===== config.mk =====
export PLATFORM = sky130hd
export DESIGN_NAME = reg_context_sequencer_flat
export DESIGN_NICKNAME = d
export VERILOG_FILES = /design/src/rtl/reg_context_sequencer_if.sv /design/src/rtl/reg_context_sequencer.sv /design/src/flat_wrapper.sv
export SDC_FILE = /design/constraint.sdc
export NUM_CORES = 1
export LEC_CHECK = 0
export CORE_UTILIZATION = 37
export CTS_BUF_LIST = sky130_fd_sc_hd__clkbuf_8
export DETAILED_ROUTE_END_ITERATION = 8
export GPL_TIMING_DRIVEN = 0
export PLACE_DENSITY = 0.83
export SETUP_SLACK_MARGIN = 0.5
export SLEW_MARGIN = 20
export SYNTH_ARGS = -nofsm -noshare
export SYNTH_HDL_FRONTEND = slang
export SYNTH_SLANG_ARGS = --single-unit

===== constraint.sdc =====
create_clock -name Clk -period 2.97 [get_ports Clk]
set_clock_uncertainty 0.1 [all_clocks]
set_input_delay 0.4455 -clock Clk [delete_from_list [all_inputs] [get_ports Clk]]
set_output_delay 0.4455 -clock Clk [all_outputs]
set_load 0.02 [all_outputs]

===== src/rtl/reg_context_sequencer_if.sv =====
// Memory-side request/response bundle for reg_context_sequencer.
// master = sequencer issuing requests, slave = memory answering them.
interface reg_context_sequencer_if;
  logic        Mem_Req;
  logic        Mem_WE;
  logic [15:0] Mem_Addr;
  logic [15:0] Mem_WData;
  logic        Mem_Ready;
  logic [15:0] Mem_RData;

  modport master (
    output Mem_Req, Mem_WE, Mem_Addr, Mem_WData,
    input  Mem_Ready, Mem_RData
  );

  modport slave (
    input  Mem_Req, Mem_WE, Mem_Addr, Mem_WData,
    output Mem_Ready, Mem_RData
  );
endinterface


===== src/rtl/reg_context_sequencer.sv =====
// Saves/restores R0..R7 to/from memory, one word per handshake.
// Define CTX_SKIP_R6_EN to leave R6 (stack pointer) out of the sequence.
module reg_context_sequencer (
  input  logic                    Clk,
  input  logic                    Reset,
  input  logic                    Start,
  input  logic                    Mode,
  input  logic [15:0]             BaseAddr,
  input  logic [15:0]             SR1_Data,
  reg_context_sequencer_if.master mem,
  output logic                    Busy,
  output logic                    Done,
  output logic [2:0]              SR1,
  output logic [2:0]              DR,
  output logic                    LD_REG,
  output logic [15:0]             RF_In
);

  typedef enum logic [1:0] {
    S_IDLE,
    S_REQ,
    S_DONE
  } state_t;

  state_t      state_q, state_d;
  logic [2:0]  idx_q, idx_d;
  logic        mode_q;
  logic [15:0] base_q;
  logic [2:0]  idx_nxt;
  logic        last;

`ifdef CTX_SKIP_R6_EN
  assign idx_nxt = (idx_q == 3'd5) ? 3'd7 : idx_q + 3'd1;
`else
  assign idx_nxt = idx_q + 3'd1;
`endif
  assign last = (idx_q == 3'd7);

  always_ff @(posedge Clk) begin
    if (Reset) begin
      state_q <= S_IDLE;
      idx_q   <= 3'd0;
      mode_q  <= 1'b0;
      base_q  <= 16'h0000;
    end else begin
      state_q <= state_d;
      idx_q   <= idx_d;
      if (state_q == S_IDLE && Start) begin
        mode_q <= Mode;
        base_q <= BaseAddr;
      end
    end
  end

  always_comb begin
    state_d       = state_q;
    idx_d         = idx_q;
    Busy          = 1'b0;
    Done          = 1'b0;
    SR1           = 3'd0;
    DR            = 3'd0;
    LD_REG        = 1'b0;
    RF_In         = 16'h0000;
    mem.Mem_Req   = 1'b0;
    mem.Mem_WE    = 1'b0;
    mem.Mem_Addr  = 16'h0000;
    mem.Mem_WData = 16'h0000;
    unique case (state_q)
      S_IDLE: begin
        if (Start) begin
          state_d = S_REQ;
          idx_d   = 3'd0;
        end
      end
      S_REQ: begin
        Busy         = 1'b1;
        mem.Mem_Req  = 1'b1;
        mem.Mem_WE   = ~mode_q;
        mem.Mem_Addr = base_q + {13'd0, idx_q};
        if (mode_q) begin
          // Load lands on the same edge that completes the read
          LD_REG = mem.Mem_Ready;
          DR     = idx_q;
          RF_In  = mem.Mem_RData;
        end else begin
          SR1           = idx_q;
          mem.Mem_WData = SR1_Data;
        end
        if (mem.Mem_Ready) begin
          if (last) state_d = S_DONE;
          else      idx_d   = idx_nxt;
        end
      end
      S_DONE: begin
        Busy    = 1'b1;
        Done    = 1'b1;
        state_d = S_IDLE;
      end
      default: state_d = S_IDLE;
    endcase
  end

endmodule


===== src/flat_wrapper.sv =====
// flat-port wrapper written by rule: the top's interface ports become plain ports
module reg_context_sequencer_flat 
  (Clk, Reset, Start, Mode, BaseAddr, SR1_Data, Busy, Done, SR1, DR, LD_REG, RF_In, mem_Mem_Req, mem_Mem_WE, mem_Mem_Addr, mem_Mem_WData, mem_Mem_Ready, mem_Mem_RData);
  reg_context_sequencer_if mem_i ();
  input  logic Clk;
  input  logic Reset;
  input  logic Start;
  input  logic Mode;
  input  logic [15:0] BaseAddr;
  input  logic [15:0] SR1_Data;
  output logic Busy;
  output logic Done;
  output logic [2:0] SR1;
  output logic [2:0] DR;
  output logic LD_REG;
  output logic [15:0] RF_In;
  output wire logic [$bits(mem_i.Mem_Req)-1:0] mem_Mem_Req;
  output wire logic [$bits(mem_i.Mem_WE)-1:0] mem_Mem_WE;
  output wire logic [$bits(mem_i.Mem_Addr)-1:0] mem_Mem_Addr;
  output wire logic [$bits(mem_i.Mem_WData)-1:0] mem_Mem_WData;
  input wire logic [$bits(mem_i.Mem_Ready)-1:0] mem_Mem_Ready;
  input wire logic [$bits(mem_i.Mem_RData)-1:0] mem_Mem_RData;
  assign mem_Mem_Req = mem_i.Mem_Req;
  assign mem_Mem_WE = mem_i.Mem_WE;
  assign mem_Mem_Addr = mem_i.Mem_Addr;
  assign mem_Mem_WData = mem_i.Mem_WData;
  assign mem_i.Mem_Ready = mem_Mem_Ready;
  assign mem_i.Mem_RData = mem_Mem_RData;
  reg_context_sequencer u_core (.Clk(Clk), .Reset(Reset), .Start(Start), .Mode(Mode), .BaseAddr(BaseAddr), .SR1_Data(SR1_Data), .mem(mem_i), .Busy(Busy), .Done(Done), .SR1(SR1), .DR(DR), .LD_REG(LD_REG), .RF_In(RF_In));
endmodule

======== Word-level counts from Yosys, hierarchy flattened ========
Index checks and enable logic that the tools add are counted.
word-level totals
  register bits ........................... 22
  bits of input ports ..................... 53
  output and inout bits ................... 59
  word-level logic and storage cells ...... 43
operators by class
  $add $sub $neg .......................... 2
  equal/unequal tests ..................... 7
  multiplexer cells ....................... 23
  bitwise operators ....................... 1
  reduce and logical (&&, ||, !) cells .... 6
operator list
  operator                                               count
  two-way mux 16 bit                                     5
  two-way mux 3 bit                                      7
  adder 16 x 3 -> 16 bit                                 1
  two-way mux 1 bit                                      6
  two-way mux 2 bit                                      3
  inequality test 2 bit, second input constant           3
  one-hot mux 3 bit (2 select lines)                     1
  one-hot mux 2 bit (2 select lines)                     1
  AND reduction 4 bit                                    1
  adder 3 x 1 -> 3 bit, second input constant            1
  equality test 3 bit, second input constant             1
  AND reduction 3 bit                                    1
  equality test 2 x 1 -> 1 bit, second input constant    1
  equality test 2 bit, second input constant             1
  zero test 2 bit                                        1
  inequality test 2 x 1 -> 1 bit, second input constant  1
  nonzero test 2 bit                                     1
  OR reduction 2 bit                                     1
  logical AND 1 bit                                      1
  inverter 1 bit                                         1

======== Logic depth before layout (Yosys ltp) ========
Gate-level depths: netlist (run 1).
  depth in word-level cells ............... 4
  depth in mapped cells ................... 7
  mapped depth without buffers ............ 7

======== Worst setup path after synthesis (run 1) ========
Ideal clock, no wire load.
  path type ............................... register to output
  from .................................... reg u_core.idx_q[0]
  to ...................................... out mem_Mem_Addr[14]
  arrival ................................. 2,080 ps
  required time ........................... 2,424 ps
  slack ................................... 344 ps
  cell stages (with the launch flop) ...... 8
  path buffers ............................ 0
  path through ............................ dfxtp_1 > ha_1 > inv_1 > fa_1 > nor2b_1 > o21ai_1 > or3_1 > a21oi_1
between the ends
  word-level cells in the longest chain between the ends .. 2
ends and longest elaborated chain
  what                      line                         text
  start: declaration        reg_context_sequencer.sv:26  logic [2:0] idx_q, idx_d;
  start signal: assignment  reg_context_sequencer.sv:47  idx_q <= idx_d;
  adder 16 x 3 -> 16 bit    reg_context_sequencer.sv:79  mem.Mem_Addr = base_q + {13'd0, idx_q};
  two-way mux 16 bit        reg_context_sequencer.sv:68  unique case (state_q)
  end: declaration          flat_wrapper.sv:19           output wire logic [$bits(mem_i.Mem_Addr)-1:0] mem_Mem_Addr;
Every way passes these cells.

======== Worst setup path after layout (run 1) ========
  from .................................... reg u_core.base_q[0]
  to ...................................... out mem_Mem_Addr[14]
between the ends
  word-level cells in the longest chain between the ends .. 2
ends and longest elaborated chain
  what                      line                         text
  start: declaration        reg_context_sequencer.sv:28  logic [15:0] base_q;
  start signal: assignment  reg_context_sequencer.sv:50  base_q <= BaseAddr;
  adder 16 x 3 -> 16 bit    reg_context_sequencer.sv:79
  two-way mux 16 bit        reg_context_sequencer.sv:68
Every way passes these cells.

==> results_tabular.tex, run 1 <==
\begin{tabular}{lr}
\hline
Metric & Value \\
\hline
\multicolumn{2}{l}{\textbf{Run status}} \\
Result of the run & completed \\
\multicolumn{2}{l}{\textbf{Synthesis}} \\
Share of Yosys cell area claimed by the top area cell type & 26.63\% \\
Register area share after synthesis & 26.63\% \\
Mapped Avg Cell Area & 7.384 um2 \\
Ys async rst share & 0\% \\
Ranking of synthesized cells by instance count & sky130\_fd\_sc\_hd\_\_nand2\_1 (39), sky130\_fd\_sc\_hd\_\_a21oi\_1 (26), sky130\_fd\_sc\_hd\_\_and2\_1 (23) \\
Synthesized Nets & roughly 290 \\
Prevailing post-synth register cell & sky130\_fd\_sc\_hd\_\_dfxtp\_1 \\
Number of flops mapped to enable cells by yosys & 0 \\
Gate Count Post-Synth & around 220 \\
Ranking of synthesized cells by area & sky130\_fd\_sc\_hd\_\_dfxtp\_1 (27\%), sky130\_fd\_sc\_hd\_\_nand2\_1 (8.9\%), sky130\_fd\_sc\_hd\_\_and2\_1 (8.7\%), sky130\_fd\_sc\_hd\_\_and3\_1 (7.9\%), sky130\_fd\_sc\_hd\_\_a21oi\_1 (7.9\%) \\
Distinct cell type count of the synthesized netlist & 36 \\
Flip-flop and latch count after synthesis & 22 \\
Library cell occupying the most area in the post-synthesis netlist & sky130\_fd\_sc\_hd\_\_dfxtp\_1 \\
Netlist Area Pre-Place & 1654 um2 \\
Ys Warns & 0 \\
Most instantiated library cell after synthesis & sky130\_fd\_sc\_hd\_\_nand2\_1 \\
\multicolumn{2}{l}{\textbf{Critical path}} \\
Source of the worst register-to-register timing path & u\_core.idx\_q[0] \\
End of the worst register-to-register path & u\_core.idx\_q[1] \\
Setup Crit Path Kind & flop to primary output \\
Worst Setup Start Kind & flop \\
Reg-to-reg slack, setup & 940 ps \\
Worst-path cell with the longest stage delay & sky130\_fd\_sc\_hd\_\_dfxtp\_2 \\
Critical path, cell by cell & ha\_4 > inv\_2 > fa\_2 > nor2b\_4 > o21ai\_2 > or3\_1 > a21oi\_2 > buf\_4 \\
Endpoint class of the critical path & primary output \\
Register-to-Register Path Depth & 7 \\
Largest delay contributor family on the critical path & simple AND/OR/NAND/NOR gates \\
Buf+Inv Stages, Crit Path & 2 \\
CP Max Fanout & 4 \\
CP Data Required Time & approximately 2400 ps \\
Crit path largest cell delay & 360 ps \\
Crit path arrival time & approximately 2100 ps \\
\multicolumn{2}{l}{\textbf{Floorplanning}} \\
Initial core utilization & about 40\% \\
Placeable core region & 4144 um2 \\
Row cnt & 23 \\
Die X & slightly below 70 um \\
Die Height & $\sim$69 um \\
Die ar. & 4742 um2 \\
Number of I/O pins & approximately 110 \\
\multicolumn{2}{l}{\textbf{Clock tree}} \\
CTS tree & built \\
Number of clock sinks seen by CTS & 22 \\
Clock buffer depth & 2 \\
Insertion delay to the later sink of the worst-skew pair & 250 ps \\
Clock slew at the register clock pins of the worst setup and hold paths & roughly 70 ps \\
Total number of H-tree levels & 1 \\
Clock root buffer & sky130\_fd\_sc\_hd\_\_clkbuf\_8 \\
CTS buffer count & 3 \\
\multicolumn{2}{l}{\textbf{Global routing}} \\
Antenna violations before repair & 0 \\
Maximum number of pins on one net before global-route repair & 12 \\
Wire length of the first global-routing pass & 8073 um \\
Overall routing resource usage & about 22\% \\
Remaining global-route overflow & 0 \\
Vias in the first global route & roughly 1800 \\
\multicolumn{2}{l}{\textbf{STA}} \\
Fmax & 0.3787 GHz \\
Relative slew slack & roughly 66\% \\
Tightest Pin Transition & 504.9 ps \\
Tightest hold margin & between 300 and 400 ps \\
Minimum clock period after layout & between 2000 and 3000 ps \\
Setup repair after global routing missed its margin & true \\
Fin. max-slew vios & 0 \\
Setup TNS & 0 ps \\
Final period utilization & between 80\% and 90\% \\
Hold violation count in the final report & 0 \\
Finish-stage setup viols & 0 \\
\multicolumn{2}{l}{\textbf{Cells and area}} \\
Non-filler cells, final & 402 \\
Number of diodes added for antenna fixing & 0 \\
Final instance area & 2964 um2 \\
Number of nets in the final layout & $\sim$420 \\
Fraction of final layout cells sized beyond drive strength 1 & around 24\% \\
Area added between synthesis and finish & 79.20\% \\
\multicolumn{2}{l}{\textbf{Placed design}} \\
DP HPWL & approximately 4300 um \\
Cell count after placement & about 390 \\
IO Port Bufs & $\sim$110 \\
Cell Area, Placed & between 2000 and 3000 um2 \\
Routability-driven placement congestion ratio & roughly 0.85 \\
\multicolumn{2}{l}{\textbf{Hold path}} \\
Hold-critical path depth & 2 \\
Source of the worst hold timing path & u\_core.base\_q[1] \\
Worst min-delay path class & flop to flop \\
Hold path endpoint & u\_core.base\_q[1] \\
\multicolumn{2}{l}{\textbf{Route}} \\
ANT nets after route & 0 \\
Wire length per cell after detailed routing & 14.73 um \\
Initial DRC count & 53 \\
First-pass DRT Iterations & 4 \\
DR vias & about 2000 \\
Detailed-route vias per instance & about 5.1 \\
Drt drc & 0 \\
Total wirelength of the detailed-routed design & just under 6000 um \\
\multicolumn{2}{l}{\textbf{Power}} \\
Post-layout total power & around 1.6 mW \\
Power density relative to cell area & 523.9 nW/um2 \\
Cell leakage power & 1.347 nW \\
Max IR drop VDD & 0.0004749 V \\
\multicolumn{2}{l}{\textbf{Flow run}} \\
Number of max-capacitance violations reported & 0 \\
\hline
\end{tabular}
==> sequential cells by signal (all words and copies together), names as in the netlist <==
signal and flops:
u_core.base_q 16, u_core.idx_q 3, u_core.mode_q 1, u_core.state_q 2
==> stage by stage <==
stage | util [%] | setup slack [ps]
floorplan | - | 520.5
global placement | 68.39 | -104.8
detailed placement | 68.39 | -150.3
CTS | 70.17 | 309.2
global route | 71.53 | 259.1
finish | 71.53 | 329.5
==> worst reg2reg max path, cell delays in order (launching register included) <==
cell	delay [ps]
sky130_fd_sc_hd__dfxtp_4	350
sky130_fd_sc_hd__buf_4	150
sky130_fd_sc_hd__ha_1	200
sky130_fd_sc_hd__ha_1	180
sky130_fd_sc_hd__nand3b_1	170
sky130_fd_sc_hd__a21oi_1	360
sky130_fd_sc_hd__mux2_1	370
sky130_fd_sc_hd__nor2_1	80
==> layer usage <==
layer	global-route usage (%)	vias to the layer above	share of wire (%)
li1	-	1013	-
met4	4.592	0	1.9
met3	3.947	15	8.6
met5	0	-	0
met1	26.90	925	38
met2	41.14	88	52
==> worst max path at each step <==
| stage | cells past startpoint | end | startpoint |
|---|---|---|---|
| global placement | 8 | mem_Mem_Addr[14] | u_core.idx_q[0] |
| floorplan | 7 | mem_Mem_Addr[14] | u_core.idx_q[0] |
| CTS | 8 | mem_Mem_Addr[14] | u_core.base_q[0] |
| detailed placement | 8 | mem_Mem_Addr[14] | u_core.idx_q[0] |
| global route | 10 | mem_Mem_Addr[8] | u_core.base_q[0] |
| finish | 8 | mem_Mem_Addr[14] | u_core.base_q[0] |
==> report_power, final <==
part / switching [mW] / internal [mW]
combinational: 0.551 / 0.399
clock: 0.0878 / 0.0904
sequential: 0.0717 / 0.352
total: 0.711 / 0.842
==> layout make-up <==
class	count	area [um2]
multi-input combinational	181	1235
fill	352	1180
timing repair buffer	125	1061
sequential	22	456.7
buffer	15	85.08
tap	50	62.56
clock buffer	3	41.29
inverter	6	22.52
==> cell families after synthesis <==
group                    count (synthesis)  synth area share, %
XOR/XNOR                                 8                4.236
adder cells (fa/ha/maj)                 11                8.775
AND/OR/NAND/NOR                        120                39.18
multiplexers                             6                3.707
buffers and inverters                   21                5.673
flip-flops                              22                26.63
AO/OA/AOI/OAI                           36                11.80
==> placed cells by master (no fill, tap or decap), drive strengths merged, types with 3 or more instances in the layout <==
cell / instances
clkdlybuf4s50: 56
nand2: 40
clkbuf: 38
buf: 27
a21oi: 26
and2: 24
dfxtp: 22
and3: 21
dlygate4sd2: 17
nor2: 16
ha: 10
xor2: 6
inv: 6
mux2i: 5
clkdlybuf4s15: 5
o21ai: 5
or3: 3
nand4: 3
nor2b: 3
==> timing repair <==
item                                    CTS  global route
resized for setup                       113            76
pin swaps                                 2             9
endpoints found under the setup margin   55            41
hold buffers                              0             0
buffers inserted                          5             9
Power figures use the tool's default switching activity.
==> run 2: changes to the inputs <==
--- a/config.mk
+++ b/config.mk
@@ -10,6 +10,7 @@
 export DETAILED_ROUTE_END_ITERATION = 8
 export GPL_TIMING_DRIVEN = 0
 export PLACE_DENSITY = 0.83
+export REMOVE_ABC_BUFFERS = 1
 export SETUP_SLACK_MARGIN = 0.5
 export SLEW_MARGIN = 20
 export SYNTH_ARGS = -nofsm -noshare
==> results_tabular.tex, run 2 (same netlist as run 1, synthesis figures left out) <==
\begin{tabular}{lr}
\hline
Metric & Value \\
\hline
\multicolumn{2}{l}{\textbf{Run status}} \\
Result of the run & completed \\
\multicolumn{2}{l}{\textbf{Cells and area}} \\
Most common cell after layout, fill and taps aside & sky130\_fd\_sc\_hd\_\_clkdlybuf4s50\_1 \\
Area of combinational cells with multiple inputs & 1227 um2 (-0.61\%) \\
Commonest cells after routing, fill and taps aside & sky130\_fd\_sc\_hd\_\_clkdlybuf4s50\_1 (56), sky130\_fd\_sc\_hd\_\_nand2\_1 (39), sky130\_fd\_sc\_hd\_\_a21oi\_1 (23) \\
Largest register FFs & 16 (unchanged) \\
Top register by number of flip-flops & u\_core.base\_q \\
Area added between synthesis and finish & 82.68\% \\
Largest registers ranked by flip-flop count & u\_core.base\_q (16), u\_core.idx\_q (3), u\_core.state\_q (2) \\
FF/Latch Area & 455.4 um2 (-0.27\%) \\
Fraction of final layout cells sized beyond drive strength 1 & 16.72\% (-7.7 points) \\
Final instance area & 3022 um2 (+1.9\%) \\
Non-filler cells, final & 385 (-4.2\%) \\
Fillers & 312 (-11\%) \\
Number of nets in the final layout & 400 (-4.3\%) \\
Number of diodes added for antenna fixing & 0 (unchanged) \\
\multicolumn{2}{l}{\textbf{STA}} \\
Fmax & 0.3840 GHz (+1.4\%) \\
Fin. max-slew vios & 0 (unchanged) \\
Tightest Pin Transition & 817.1 ps (+312.1 ps) \\
Hold violation count in the final report & 0 (unchanged) \\
Setup repair after global routing missed its margin & true \\
Relative slew slack & 45.36\% (-21 points) \\
Min setup slack post-route & 366.0 ps (+36.46 ps) \\
Finish-stage setup viols & 0 (unchanged) \\
Final period utilization & 87.68\% (-1.2 points) \\
Minimum clock period after layout & 2604 ps (-36.46 ps) \\
Setup TNS & 0 ps (unchanged) \\
\multicolumn{2}{l}{\textbf{Floorplanning}} \\
Die ar. & 4742 um2 (unchanged) \\
Placeable core region & 4144 um2 (unchanged) \\
Initial core utilization & 39.92\% (unchanged) \\
Number of I/O pins & 112 (unchanged) \\
Die X & 68.86 um (unchanged) \\
Row cnt & 23 (unchanged) \\
Die Height & 68.86 um (unchanged) \\
\multicolumn{2}{l}{\textbf{Placed design}} \\
Cell count after placement & 370 (-3.9\%) \\
Cell Area, Placed & 2756 um2 (-2.7\%) \\
DP HPWL & 3800 um (-11\%) \\
IO Port Bufs & 111 (unchanged) \\
Worst slack at placement & -551.6 ps (-401.2 ps) \\
Routability-driven placement congestion ratio & 0.8241 (-3.2\%) \\
\multicolumn{2}{l}{\textbf{Global routing}} \\
Remaining global-route overflow & 0 (unchanged) \\
Vias in the first global route & 1755 (-0.40\%) \\
Overall routing resource usage & 23.02\% (+0.61 points) \\
Wire length of the first global-routing pass & 8211 um (+1.7\%) \\
Maximum number of pins on one net before global-route repair & 24 (+12) \\
Antenna violations before repair & 0 (unchanged) \\
\multicolumn{2}{l}{\textbf{Hold path}} \\
Worst min-delay path class & flop to flop \\
Hold-critical path depth & 2 (unchanged) \\
\multicolumn{2}{l}{\textbf{Critical path}} \\
Worst-path cell with the longest stage delay & sky130\_fd\_sc\_hd\_\_fa\_2 \\
Crit path arrival time & 2060 ps (-30 ps) \\
Register-to-Register Path Depth & 7 (unchanged) \\
Worst Setup Start Kind & flop \\
Critical path, cell by cell & ha\_4 > inv\_2 > fa\_2 > nor2b\_4 > o21ai\_2 > or3\_4 > a21oi\_2 > buf\_6 \\
CP Data Required Time & 2420 ps (about the same) \\
Endpoint class of the critical path & primary output \\
CP Max Fanout & 3 (-1) \\
Setup Crit Path Kind & flop to primary output \\
Crit path largest cell delay & 370 ps (about the same) \\
\multicolumn{2}{l}{\textbf{Route}} \\
DR vias & 1961 (-3.9\%) \\
Wire length per cell after detailed routing & 14.24 um (-3.3\%) \\
First-pass DRT Iterations & 4 (unchanged) \\
Routed length on met3 & 435 um (-15\%) \\
Drt drc & 0 (unchanged) \\
Length of routed wiring on met1 & 2224 um (-0.67\%) \\
Detailed-route vias per instance & 5.094 (+0.32\%) \\
Initial DRC count & 79 (+49\%) \\
Topmost layer with routed signal wires & met4 \\
Total wirelength of the detailed-routed design & 5483 um (-7.4\%) \\
ANT nets after route & 0 (unchanged) \\
Sum of met2 wire segment lengths after detailed routing & 2702 um (-12\%) \\
\multicolumn{2}{l}{\textbf{Power}} \\
Cell leakage power & 1.685 nW (+25\%) \\
Max IR drop VDD & 0.0003622 V (-24\%) \\
Power density relative to cell area & 531.2 nW/um2 (+1.4\%) \\
\multicolumn{2}{l}{\textbf{Clock tree}} \\
Clock buffer depth & 2 (unchanged) \\
Clock root buffer & sky130\_fd\_sc\_hd\_\_clkbuf\_8 \\
Total number of H-tree levels & 1 (unchanged) \\
CTS buffer count & 3 (unchanged) \\
Post-CTS Hold Buffers & 0 (unchanged) \\
Insertion delay to the later sink of the worst-skew pair & 260 ps (about the same) \\
Number of clock sinks seen by CTS & 22 (unchanged) \\
Clock slew at the register clock pins of the worst setup and hold paths & 80 ps (about the same) \\
CTS tree & built \\
\multicolumn{2}{l}{\textbf{Flow run}} \\
Number of max-capacitance violations reported & 0 (unchanged) \\
\hline
\end{tabular}
==> run 2: changes by cell type in the layout (fill, tap and decap cells not counted), moves of 2 or more <==
cell / delta
sky130_fd_sc_hd__clkbuf_1: -7
sky130_fd_sc_hd__buf_4: -6
sky130_fd_sc_hd__dlymetal6s2s_1: +22
sky130_fd_sc_hd__clkdlybuf4s15_1: -4
sky130_fd_sc_hd__clkbuf_4: -3
sky130_fd_sc_hd__dfxtp_2: +2
sky130_fd_sc_hd__clkbuf_2: -24
sky130_fd_sc_hd__dlygate4sd2_1: +4
==> run 2: final timing paths <==
path / startpoint / to / slack (ps)
max reg2reg: u_core.idx_q[0] / u_core.idx_q[1] / 930
min reg2reg: u_core.base_q[1] / u_core.base_q[1] / 380
max: u_core.idx_q[0] / mem_Mem_Addr[14] / 370
min: u_core.base_q[1] / u_core.base_q[1] / 380
==> run 2: area by class of cell <==
| type | count | share of cell area [%] |
|---|---|---|
| clock buffers | 4 | 1.822 |
| repair buffers | 122 | 39.59 |
| well taps | 50 | 2.070 |
| inverters | 6 | 0.8282 |
| flip-flops and latches | 22 | 15.07 |
| multi-input cells | 181 | 40.62 |
==> run 2: report_power, final <==
part	total, mW	internal (mW)	leakage, nW	switching, mW
Sequential	0.429	0.353	0.184	0.0752
Clock	0.217	0.118	0.0288	0.0990
Combinational	0.959	0.421	1.47	0.538
Total	1.60	0.893	1.69	0.712
==> run 2: what timing repair did <==
action                                  in CTS  in global routing
gates resized for setup                     95                 39
endpoints found under the setup margin      57                 34
pin swaps                                   10                  7
setup buffers                                8                  3
==> run 2: stage by stage <==
| stage | utilization (%) | hold slack, ps | power (mW) |
|---|---|---|---|
| 3_5_place_dp | 66.52 | 362.6 | 1.331 |
| 2_1_floorplan | - | 334.6 | 0.9319 |
| 3_3_place_gp | 66.52 | 352.5 | 1.308 |
| 4_1_cts | 70.26 | 391.8 | 1.587 |
| 6_report | 72.92 | 383.2 | 1.605 |
| 5_1_grt | 72.92 | 411.8 | 1.724 |
==> run 2: worst max-delay path: cells and delay by family (launching register included) <==
family / cells / cell delay (ps)
adder cells (fa/ha/maj): 2 / 500
AND/OR/NAND/NOR: 2 / 500
flip-flops: 1 / 360
AO/OA/AOI/OAI: 2 / 270
buffers and inverters: 2 / 160
==> run 2: metal layers <==
layer | GRT usage (%) | vias up
li1 | - | 977
met1 | 27.81 | 890
met2 | 41.87 | 81
met3 | 3.125 | 13
met4 | 6.633 | 0
met5 | 0 | -
==> run 3: changes to the inputs <==
--- a/config.mk
+++ b/config.mk
@@ -5,11 +5,11 @@
 export SDC_FILE = /design/constraint.sdc
 export NUM_CORES = 1
 export LEC_CHECK = 0
-export CORE_UTILIZATION = 37
+export CORE_UTILIZATION = 40
 export CTS_BUF_LIST = sky130_fd_sc_hd__clkbuf_8
 export DETAILED_ROUTE_END_ITERATION = 8
 export GPL_TIMING_DRIVEN = 0
-export PLACE_DENSITY = 0.83
+export PLACE_DENSITY = 0.89
 export REMOVE_ABC_BUFFERS = 1
 export SETUP_SLACK_MARGIN = 0.5
 export SLEW_MARGIN = 20
==> constraint.sdc (replaced) <==
create_clock -name Clk -period 3.1 [get_ports Clk]
set_clock_uncertainty 0.1 [all_clocks]
set_input_delay 0.465 -clock Clk [delete_from_list [all_inputs] [get_ports Clk]]
set_output_delay 0.465 -clock Clk [all_outputs]
set_load 0.02 [all_outputs]
==> results_tabular.tex, run 3 (same netlist as run 1, synthesis figures left out) <==
\begin{tabular}{lr}
\hline
Metric & Value \\
\hline
\multicolumn{2}{l}{\textbf{Floorplanning}} \\
Placeable core region & 3971 um2 (-4.2\%) \\
Initial core utilization & 41.65\% (+1.7 points) \\
Die ar. & 4396 um2 (-7.3\%) \\
Die X & 66.31 um (-3.7\%) \\
Number of I/O pins & 112 (unchanged) \\
Die Height & 66.31 um (-3.7\%) \\
Row cnt & 23 (unchanged) \\
\multicolumn{2}{l}{\textbf{Power}} \\
Part of the total power dissipated in the clock network & 11.3\% (-2.2 points) \\
Post-layout total power & 1.552 mW (-3.3\%) \\
Switching component of the power & 0.6984 mW (-1.9\%) \\
Cell-internal power & 0.8538 mW (-4.4\%) \\
Combinational Power Share & 62.0\% (+2.2 points) \\
Cell leakage power & 1.442 nW (-14\%) \\
Switching power share of the total & 45.00\% (+0.64 points) \\
Power density relative to cell area & 518.7 nW/um2 (-2.4\%) \\
Portion of total power attributed to sequential cells & 26.6\% (about the same) \\
Max IR drop VDD & 0.0003200 V (-12\%) \\
\multicolumn{2}{l}{\textbf{Placed design}} \\
Cell Area, Placed & 2756 um2 (unchanged) \\
DP HPWL & 3736 um (-1.7\%) \\
Routability-driven placement congestion ratio & 0.7769 (-5.7\%) \\
IO Port Bufs & 111 (unchanged) \\
\multicolumn{2}{l}{\textbf{Route}} \\
Initial DRC count & 143 (+81\%) \\
ANT nets after route & 0 (unchanged) \\
Detailed-route vias per instance & 5.227 (+2.6\%) \\
Wire length per cell after detailed routing & 14.92 um (+4.8\%) \\
DR vias & 2002 (+2.1\%) \\
Total wirelength of the detailed-routed design & 5715 um (+4.2\%) \\
Drt drc & 0 (unchanged) \\
First-pass DRT Iterations & 4 (unchanged) \\
\multicolumn{2}{l}{\textbf{Cells and area}} \\
Area added between synthesis and finish & 80.94\% \\
Fillers & 292 (-6.4\%) \\
Commonest cells after routing, fill and taps aside & sky130\_fd\_sc\_hd\_\_clkdlybuf4s50\_1 (81), sky130\_fd\_sc\_hd\_\_nand2\_1 (39), sky130\_fd\_sc\_hd\_\_a21oi\_1 (23) \\
Final instance area & 2993 um2 (-0.95\%) \\
Most common cell after layout, fill and taps aside & sky130\_fd\_sc\_hd\_\_clkdlybuf4s50\_1 \\
Utilization of the core after routing & 75.36\% (+2.4 points) \\
Area of combinational cells with multiple inputs & 1232 um2 (+0.41\%) \\
FF/Latch Area & 451.7 um2 (-0.82\%) \\
Number of diodes added for antenna fixing & 0 (unchanged) \\
Largest register FFs & 16 (unchanged) \\
Largest registers ranked by flip-flop count & u\_core.base\_q (16), u\_core.idx\_q (3), u\_core.state\_q (2) \\
Fraction of final layout cells sized beyond drive strength 1 & 14.41\% (-2.3 points) \\
Number of nets in the final layout & 399 (-0.25\%) \\
Top register by number of flip-flops & u\_core.base\_q \\
\multicolumn{2}{l}{\textbf{Critical path}} \\
Worst Setup Start Kind & flop \\
CP Data Required Time & 2530 ps (+110 ps) \\
Buf+Inv Stages, Crit Path & 3 (+1) \\
Setup Crit Path Kind & flop to primary output \\
CP dominant cell by count & sky130\_fd\_sc\_hd\_\_buf\_4 \\
CP Max Fanout & 3 (unchanged) \\
Critical path, cell by cell & ha\_4 > inv\_2 > fa\_2 > nor2b\_4 > buf\_4 > o21ai\_2 > or3\_1 > a21oi\_2 > buf\_4 \\
Crit path largest cell delay & 360 ps (about the same) \\
Worst-path cell with the longest stage delay & sky130\_fd\_sc\_hd\_\_dfxtp\_2 \\
Endpoint class of the critical path & primary output \\
Reg-to-reg slack, setup & 1000 ps (+70 ps) \\
Crit path arrival time & 2120 ps (+60 ps) \\
Largest delay contributor family on the critical path & adder cells \\
\multicolumn{2}{l}{\textbf{STA}} \\
Final period utilization & between 80\% and 90\% \\
Minimum clock period after layout & 2684 ps \\
Hold violation count in the final report & 0 (unchanged) \\
Fin. max-slew vios & 0 (unchanged) \\
Setup TNS & 0 ps (unchanged) \\
Setup repair after global routing missed its margin & true \\
Finish-stage setup viols & 0 (unchanged) \\
Tightest Pin Transition & 818.0 ps (+0.9080 ps) \\
Fmax & $\sim$0.37 GHz \\
Relative slew slack & 45.30\% (-0.061 points) \\
\multicolumn{2}{l}{\textbf{Hold path}} \\
Worst min-delay path class & flop to flop \\
\multicolumn{2}{l}{\textbf{Run status}} \\
Result of the run & completed \\
\multicolumn{2}{l}{\textbf{Global routing}} \\
Antenna violations before repair & 0 (unchanged) \\
Maximum number of pins on one net before global-route repair & 26 (+8.3\%) \\
Remaining global-route overflow & 0 (unchanged) \\
Overall routing resource usage & 25.51\% (+2.5 points) \\
Wire length of the first global-routing pass & 8687 um (+5.8\%) \\
Vias in the first global route & 1852 (+5.5\%) \\
\multicolumn{2}{l}{\textbf{Flow run}} \\
Number of max-capacitance violations reported & 0 (unchanged) \\
\multicolumn{2}{l}{\textbf{Clock tree}} \\
Post-CTS Hold Buffers & 0 (unchanged) \\
Clock root buffer & sky130\_fd\_sc\_hd\_\_clkbuf\_8 \\
CTS tree & built \\
Insertion delay to the later sink of the worst-skew pair & 260 ps (about the same) \\
Clock buffer depth & 2 (unchanged) \\
CTS buffer count & 3 (unchanged) \\
Number of clock sinks seen by CTS & 22 (unchanged) \\
Clock slew at the register clock pins of the worst setup and hold paths & 70 ps (about the same) \\
Total number of H-tree levels & 1 (unchanged) \\
\hline
\end{tabular}
[run 3: cell count changes in the layout (fill, tap and decap cells not counted), sizes merged]
cell	previous run	this run
clkdlybuf4s50	56	81
dlygate4sd2	21	5
dlymetal6s2s	22	15
buf	21	17
clkbuf	5	3
nor2	16	18
[run 3: worst register-to-register path, stage by stage, from the launching register on]
cell and delay (ps):
sky130_fd_sc_hd__dfxtp_1 380, sky130_fd_sc_hd__inv_1 130, sky130_fd_sc_hd__ha_4 200, sky130_fd_sc_hd__buf_4 180
sky130_fd_sc_hd__nand2b_1 180, sky130_fd_sc_hd__a21oi_1 380, sky130_fd_sc_hd__mux2_1 370, sky130_fd_sc_hd__nor2_1 90
[run 3: final timing paths]
kind / to / start / depth (start not counted)
worst max-delay path: mem_Mem_Addr[14] / u_core.base_q[0] / 9
worst min-delay path: u_core.base_q[15] / u_core.base_q[15] / 2
worst max register to register: u_core.idx_q[1] / u_core.state_q[1] / 7
worst min register to register: u_core.base_q[15] / u_core.base_q[15] / 2
[run 3: layout make-up]
type                    instances  share of cell area (%)
flip-flops and latches         22                   15.09
inverters                       6                  0.8361
well taps                      50                   2.090
repair buffers                119                   39.42
multi-input cells             183                   41.18
clock buffers                   3                   1.380
[run 3: per-layer routing]
| layer | wire length (um) | up-vias | GRT usage, % |
|---|---|---|---|
| met1 | 2137 | 926 | 29.48 |
| met3 | 518 | 11 | 4.483 |
| met5 | 0 | - | 0 |
| met4 | 76 | 0 | 8.245 |
| li1 | - | 976 | - |
| met2 | 2982 | 89 | 46.81 |
[run 3: through the flow]
stage	setup slack (ps)	hold slack, ps	std cells
2_1_floorplan	235.9	334.6	209
3_3_place_gp	-373.4	350.8	370
3_5_place_dp	-424.5	353.1	370
4_1_cts	401.4	380.9	382
5_1_grt	336.7	401.7	383
6_report	415.6	385.8	383
[run 3: power by group through the flow]
| stage | Clock [mW] | Sequential, mW | Combinational, mW |
|---|---|---|---|
| 6_report | 0.176 | 0.414 | 0.963 |
| 4_1_cts | 0.175 | 0.409 | 0.944 |
| 3_5_place_dp | 0 | 0.405 | 0.866 |
| 5_1_grt | 0.191 | 0.420 | 1.04 |
| 2_1_floorplan | 0 | 0.389 | 0.503 |
| 3_3_place_gp | 0 | 0.402 | 0.849 |
[run 3: timing repair]
item / in CTS / in global routing
buffers inserted: 7 / 1
pin swaps: 7 / 5
resized for setup: 67 / 32
setup endpoints to repair: 57 / 45
cloned: 2 / 0
